==> src/rtl/mips_dbg_pkg.sv <==
// Shared debug-control types for the MIPS core: command ops,
// run states and default counter widths.
package mips_dbg_pkg;

  typedef enum logic [1:0] {
    OP_HALT   = 2'd0,
    OP_RUN    = 2'd1,
    OP_STEP   = 2'd2,
    OP_SET_BP = 2'd3
  } cmd_op_e;

  typedef enum logic [1:0] {
    ST_HALTED = 2'd0,
    ST_RUN    = 2'd1,
    ST_STEP   = 2'd2
  } run_st_e;

  localparam int CNT_W_DEF  = 32;
  localparam int STEP_W_DEF = 16;

endpackage

==> src/rtl/mips_run_ctrl_if.sv <==
// Debug command channel: valid/ready handshake carrying op and argument.
// The host drives through master, the run controller receives on slave.
interface mips_run_ctrl_if;
  logic        cmd_valid;
  logic        cmd_ready;
  logic [1:0]  cmd_op;
  logic [31:0] cmd_arg;

  modport master (
    output cmd_valid,
    output cmd_op,
    output cmd_arg,
    input  cmd_ready
  );

  modport slave (
    input  cmd_valid,
    input  cmd_op,
    input  cmd_arg,
    output cmd_ready
  );
endinterface

==> src/rtl/mips_run_ctrl.sv <==
// Run/halt/single-step clock-enable controller for the MIPS core.
// Define RUN_CTRL_BP_EN to build the PC breakpoint logic.
module mips_run_ctrl
  import mips_dbg_pkg::*;
#(
  parameter int CNT_W  = CNT_W_DEF,
  parameter int STEP_W = STEP_W_DEF
) (
  input  logic             clk,
  input  logic             rst,
  mips_run_ctrl_if.slave   cmd,
  input  logic [31:0]      pc_current,
  output logic             cpu_en,
  output logic             halted,
  output logic             bp_hit,
  output logic [CNT_W-1:0] retired
);

  run_st_e           state;
  cmd_op_e           op;
  logic [STEP_W-1:0] remaining;
  logic [STEP_W-1:0] step_cnt;
  logic              running;
  logic              acc;
  logic              acc_halt;
  logic              acc_run;
  logic              acc_step;
  logic              acc_bp;
  logic              bp_stop;
  logic              last_step;

  assign op       = cmd_op_e'(cmd.cmd_op);
  assign halted   = (state == ST_HALTED);
  assign running  = ~halted;

  assign cmd.cmd_ready = halted
                       | (op == OP_HALT)
                       | (op == OP_SET_BP);

  assign acc      = cmd.cmd_valid & cmd.cmd_ready;
  assign acc_halt = acc & (op == OP_HALT);
  assign acc_run  = acc & (op == OP_RUN);
  assign acc_step = acc & (op == OP_STEP);
  assign acc_bp   = acc & (op == OP_SET_BP);

  assign step_cnt = cmd.cmd_arg[STEP_W-1:0];

  assign cpu_en    = running & ~bp_stop;
  assign last_step = (state == ST_STEP) & cpu_en
                   & (remaining == STEP_W'(1));

`ifdef RUN_CTRL_BP_EN
  logic        bp_valid;
  logic [31:0] bp_addr;
  logic        bp_mask;
  logic        hit_q;

  // Compare is gated by running so a halted core parked on
  // the breakpoint can still accept RUN/STEP.
  assign bp_stop = running & bp_valid & ~bp_mask
                 & (pc_current == bp_addr);
  assign bp_hit  = hit_q;

  always_ff @(posedge clk or negedge rst) begin
    if (!rst) begin
      bp_valid <= 1'b0;
      bp_addr  <= '0;
      bp_mask  <= 1'b0;
      hit_q    <= 1'b0;
    end else begin
      if (acc_bp) begin
        bp_valid <= 1'b1;
        bp_addr  <= cmd.cmd_arg;
      end
      if (acc_run | acc_step) begin
        bp_mask <= 1'b1;
      end else if (running) begin
        bp_mask <= 1'b0;
      end
      if (bp_stop) begin
        hit_q <= 1'b1;
      end else if (acc_run | acc_step) begin
        hit_q <= 1'b0;
      end
    end
  end
`else
  logic unused_bp;

  assign bp_stop   = 1'b0;
  assign bp_hit    = 1'b0;
  assign unused_bp = acc_bp
                   ^ (^cmd.cmd_arg[31:STEP_W])
                   ^ (^pc_current);
`endif

  always_ff @(posedge clk or negedge rst) begin
    if (!rst) begin
      state     <= ST_HALTED;
      remaining <= '0;
    end else begin
      if ((state == ST_STEP) && cpu_en) begin
        remaining <= remaining - STEP_W'(1);
      end
      if (last_step || bp_stop) begin
        state <= ST_HALTED;
      end
      unique case (1'b1)
        acc_halt: state <= ST_HALTED;
        acc_run:  state <= ST_RUN;
        acc_step: begin
          state     <= ST_STEP;
          remaining <= (step_cnt == '0) ? STEP_W'(1)
                                        : step_cnt;
        end
        default: ;
      endcase
    end
  end

  always_ff @(posedge clk or negedge rst) begin
    if (!rst) begin
      retired <= '0;
    end else if (cpu_en) begin
      retired <= retired + CNT_W'(1);
    end
  end

endmodule

==> src/flat_wrapper.sv <==
// flat-port wrapper written by rule: the top's interface ports become plain ports
module mips_run_ctrl_flat import mips_dbg_pkg::*;
#(
  parameter int CNT_W  = CNT_W_DEF,
  parameter int STEP_W = STEP_W_DEF
)
  (clk, rst, pc_current, cpu_en, halted, bp_hit, retired, cmd_cmd_valid, cmd_cmd_op, cmd_cmd_arg, cmd_cmd_ready);
  mips_run_ctrl_if cmd_i ();
  input  logic clk;
  input  logic rst;
  input  logic [31:0] pc_current;
  output logic cpu_en;
  output logic halted;
  output logic bp_hit;
  output logic [CNT_W-1:0] retired;
  input wire logic [$bits(cmd_i.cmd_valid)-1:0] cmd_cmd_valid;
  input wire logic [$bits(cmd_i.cmd_op)-1:0] cmd_cmd_op;
  input wire logic [$bits(cmd_i.cmd_arg)-1:0] cmd_cmd_arg;
  output wire logic [$bits(cmd_i.cmd_ready)-1:0] cmd_cmd_ready;
  assign cmd_i.cmd_valid = cmd_cmd_valid;
  assign cmd_i.cmd_op = cmd_cmd_op;
  assign cmd_i.cmd_arg = cmd_cmd_arg;
  assign cmd_cmd_ready = cmd_i.cmd_ready;
  mips_run_ctrl #(.CNT_W(CNT_W), .STEP_W(STEP_W)) u_core (.clk(clk), .rst(rst), .cmd(cmd_i), .pc_current(pc_current), .cpu_en(cpu_en), .halted(halted), .bp_hit(bp_hit), .retired(retired));
endmodule
==> config.mk <==
export PLATFORM = sky130hd
export DESIGN_NAME = mips_run_ctrl_flat
export DESIGN_NICKNAME = d
export VERILOG_FILES = /design/src/rtl/mips_dbg_pkg.sv /design/src/rtl/mips_run_ctrl_if.sv /design/src/rtl/mips_run_ctrl.sv /design/src/flat_wrapper.sv
export SDC_FILE = /design/constraint.sdc
export NUM_CORES = 1
export LEC_CHECK = 0
export BUFFER_PORTS_ARGS = -buffer_cell sky130_fd_sc_hd__buf_2
export CORE_ASPECT_RATIO = 1.25
export CORE_MARGIN = 2
export CORE_UTILIZATION = 48
export DETAILED_ROUTE_END_ITERATION = 8
export GPL_ROUTABILITY_DRIVEN = 0
export GPL_TIMING_DRIVEN = 0
export PLACE_DENSITY = 0.81
export SLEW_MARGIN = 10
export SYNTH_ARGS = -nofsm -noshare
export SYNTH_HDL_FRONTEND = slang
export SYNTH_SLANG_ARGS = --single-unit
export TNS_END_PERCENT = 20
==> constraint.sdc <==
create_clock -name clk -period 2.5 [get_ports clk]
set_input_delay 0.25 -clock clk [delete_from_list [all_inputs] [get_ports clk]]
set_output_delay 0.25 -clock clk [all_outputs]
set_load 0.02 [all_outputs]
After elaboration in Yosys (flattened, before gate mapping)
Index checks and enable logic that the tools add are counted.

Register bits after elaboration: 50. Word-level logic and storage cells: 30.

Mux-type cells: 5. Reductions and logical operators: 6. Bitwise logic cells: 9. Equality and inequality tests: 5. $add $sub $neg: 2.

Operators with widths (count): 2-to-1 mux 16 bit (3); adder 32 x 1 -> 32 bit, second input constant (1); equality test 16 x 1 -> 1 bit, second input constant (1); zero test 16 bit (1); subtractor 16 x 1 -> 16 bit, second input constant (1); AND 1 bit (6); equality test 2 bit, second input constant (3); case mux 2 bit (3 select lines) (1); zero test 2 bit (2); nonzero test 4 bit (1); equality test 2 x 1 -> 1 bit, second input constant (1); 2-to-1 mux 2 bit (1); bitwise OR 1 bit (2); nonzero test 2 bit (1); logical AND 1 bit (1); inverter 1 bit (1).

Logic depth before layout (Yosys ltp)
Word-level depth: 6. Gate-level depth with buffers: 7. Depth with buffers taken out: 6.

Least setup slack after synthesis
OpenSTA, ideal clock, no wires.

Kind: register to register. From: register u_core.retired[3]. To: register u_core.retired[21]. Arrival time: 1813 ps. Required time: 2369 ps. Slack: 556 ps. Library setup time: 131 ps. Cell stages (with the launch flop): 6. Cell sequence: dfrtp_1 -> nand4_2 -> or4_4 -> buf_6 -> or3_4 -> xnor2_2.

Longest elaborated chain between the ends: 1.

RTL lines: from (decl) (line mips_run_ctrl.sv:16) `output logic [CNT_W-1:0] retired`; from (signal assigned) (line mips_run_ctrl.sv:125) `retired <= retired + CNT_W'(1);`; adder 32 x 1 -> 32 bit (line mips_run_ctrl.sv:125).

No other way between the ends. A chain may end at the register's enable or synchronous reset.

Final worst setup path
From: register u_core.retired[0]. To: register u_core.retired[28].

Same word-level chain as after synthesis.

==> impl_results.md <==
- Global-route wire length before repair: 9.218 mm
- Failing checks: hold timing
- Via count: 2,089
- Peak supply drop: 0.4642 mV
- Status: finished with violations
- Fillers: 460
- Clk network pwr share: 21.7%
- Sw Ratio: 37.40%
- Worst reg2reg setup slack: 400 ps
- Grt ovf: 0
- Setup_tns: 0 ps
- Netlist cell types: 43
- Total iterations of the first detailed-routing run: 4
- Worst r2r path cells: 6
- Worst Path Arrival: 2300 ps
- CTS HTree Levels: 2
- Element type at the critical path start: register
- CTS max path bufs: 2
- Hold_buf cts: 0
- CTS tree: built
- FP Rows: 29
- Internal Power: 0.001683 W
- Post-synthesis async set-or-reset flop share: 100.0%
- Mapped Nets: 330
- Placed cell area: 2917 sq um
- Post-Route WL: 5.338 mm
- Ratio of cells with drive above 1 in the final layout: 24.61%
- Final antenna-violating net count: 0
- Synth Cell Area: 2564 sq um
- DIE WIDTH: 69.37 um
- Cell Pwr Density: 886.6 nW/um^2
- HPWL after DPL: 3.977 mm
- RSZ-0062 raised after global routing: no
- Root Buffer: clkbuf_8
- Pin count of the biggest net entering global routing: 51
- Initial Utilization: 50.11%
- Resized cells post-CTS: 0
- ANT cells: 0
- Vias in the first global route: 2,042
- Sequential cell area: 1251 sq um
- Vias per inst: 5.454
- Core Region: 5116 sq um
- Max transition margin: 50.27%
- Hold WS: -36.65 ps
- Combinational fraction of design power: 31.6%
- Critical path data required time: 2700 ps
- DRC violations left: 0
- Sink Count: 50
- Antenna violations before repair: 0
- TritonCTS buffer count: 5
- Worst r2r dst: u_core.retired[28]
- PortBufs: 55
- Sequential fraction of design power: 46.7%
- Mapped Cells: 258
- Tot GR Track Use: 18.90%
- Fin area: 3032 sq um
- Seq/Total Area, Yosys: 48.80%
- Tcrit/Tclk final: 84.10%
- Multi-input logic area: 1239 sq um
- Post-synth EDFFs: 0
- Avg WL per Cell: 13.94 um
- Synth Register Bits: 50
- Worst slew pin tran: 739.1 ps
- CTS clk-pin slew, worst paths: 90 ps
- Net Sw Power: 0.001005 W
- Die ar.: 5945 sq um
- IO Count: 105
- Post-CTS setup buffer count: 0
- Area Overhead vs Synth: 18.25%
- Clock Latency Late Sink: 310 ps
- FF-to-FF Start: u_core.retired[0]
- Max Cap Viol: 0
- YS warnings: 0
- Max Fclk: 475.6 MHz
- Fin. Hold Viols: 50
- Critical setup path kind: reg2reg
- Slew Viols, Final: 0
- Setup-failing EPs final: 0
- Mean post-synth cell area: 9.937 sq um
- Pleak: 1.439 nW
- Ys flop type: dfrtp_1
- Die Y-Extent: 85.71 um
- Max Fanout on Critical Path: 5
- Post-route minimum period: 2103 ps
- Clock Skews: 7.844 ps
- Iter 0 DRT Violations: 109
- Net total in the final layout: 392
- CP endpoint kind: register
- Hold/Removal Path Class: in2async
## power by group through the flow
stage / sequential (W) / combinational [W] / clock, W
2_1_floorplan: 0.00129 / 0.000552 / 0
5_1_grt: 0.00129 / 0.000955 / 0.000623
4_1_cts: 0.00125 / 0.000857 / 0.000592
6_report: 0.00126 / 0.000849 / 0.000583
3_3_place_gp: 0.00124 / 0.000817 / 0
3_5_place_dp: 0.00127 / 0.000852 / 0
## kinds of logic (layout without fill, tap and decap cells)
logic type                 after synthesis  after routing  share of synthesized area (%)
xor gates and xnor gates                41             41                          14.30
muxes                                    2              2                         0.8784
AOI/OAI and AO/OA                       27             27                          6.930
other                                    1              1                         0.1463
buffers and inverters                   14             77                          2.879
and+or+nand+nor                        120            120                          24.60
adders and majority gates                3              3                          1.464
DFF                                     50             50                          48.80
## area by class of cell
type,instances,share of cell area (%)
sequential,50,41.27
multi-input combinational,194,40.86
timing repair buffer,55,9.162
tap,62,2.559
clock buffer,5,2.270
buffer,8,1.692
clock inverter,3,1.444
inverter,6,0.7429
## critical path: stages, from the launching register on
cell and delay, ps:
dfrtp_1 460, ha_1 230, o211ai_1 110, nor4_1 670, nor2b_1 300, nand2_1 100
xnor2_1 130
## placed cells by master (no fill, tap or decap), drive strengths merged, types with 2 or more instances in the layout
master	instances
a21oi	3
inv	7
and2	2
ha	3
nand2	35
or4	3
a31oi	2
and3	4
xnor2	24
o211ai	4
nand3	14
o311ai	3
nand4	8
nor2b	3
clkbuf	8
nand3b	2
and4	2
dfrtp	50
nor3b	2
nor4	7
or3	4
nor3	4
nor2	26
mux2	2
xor2	17
buf	60
o21ai	12
## worst max path at each step
stage                       from                 end  slack, ps  cells past startpoint
6_report       u_core.retired[0]  u_core.retired[28]        400                      6
5_1_grt        u_core.retired[0]  u_core.retired[26]        140                      6
4_1_cts        u_core.retired[0]  u_core.retired[28]        360                      6
3_5_place_dp   u_core.retired[0]  u_core.retired[28]        380                      6
3_3_place_gp   u_core.retired[0]  u_core.retired[30]        390                      6
2_1_floorplan  u_core.retired[3]  u_core.retired[21]        560                      5
## synth_stat cells (4+ instances only)
cell      number  share of area, %
xnor2_1       23               7.9
o21ai_0       10               2.0
nor4_1         7               1.7
nand4_1        7               1.7
inv_1          6              0.88
o211ai_1       4               1.2
dfrtp_1       50                49
nand3_1       14               2.7
nor3_1         4              0.78
nor2_1        26               3.8
nand2_1       35               5.1
xor2_1        17               5.8
## flip-flops by register name (all words and copies together) (netlist names)
register	cells
u_core.state	2
u_core.remaining	16
u_core.retired	32
## through the flow
step,setup slack [ps],power (W),std cells,util [%]
detailed placement,377.7,0.002118,375,57.01
global placement,389.3,0.002062,375,57.01
finish,397.4,0.002688,383,59.26
floorplan,556.5,0.001839,258,-
CTS,356.0,0.002703,383,59.21
global route,137.0,0.002868,383,59.26
## metal layers
metal | wire length (um) | share of wire [%] | vias up | GRT usage (%)
met5 | 0 | 0 | - | 0
met4 | 69 | 1.3 | 0 | 6.061
met3 | 256 | 4.8 | 7 | 3.055
met2 | 2773 | 52 | 63 | 34.09
met1 | 2238 | 42 | 1002 | 23.12
li1 | - | - | 1017 | -
No activity file was read; power rests on OpenSTA's default activity.
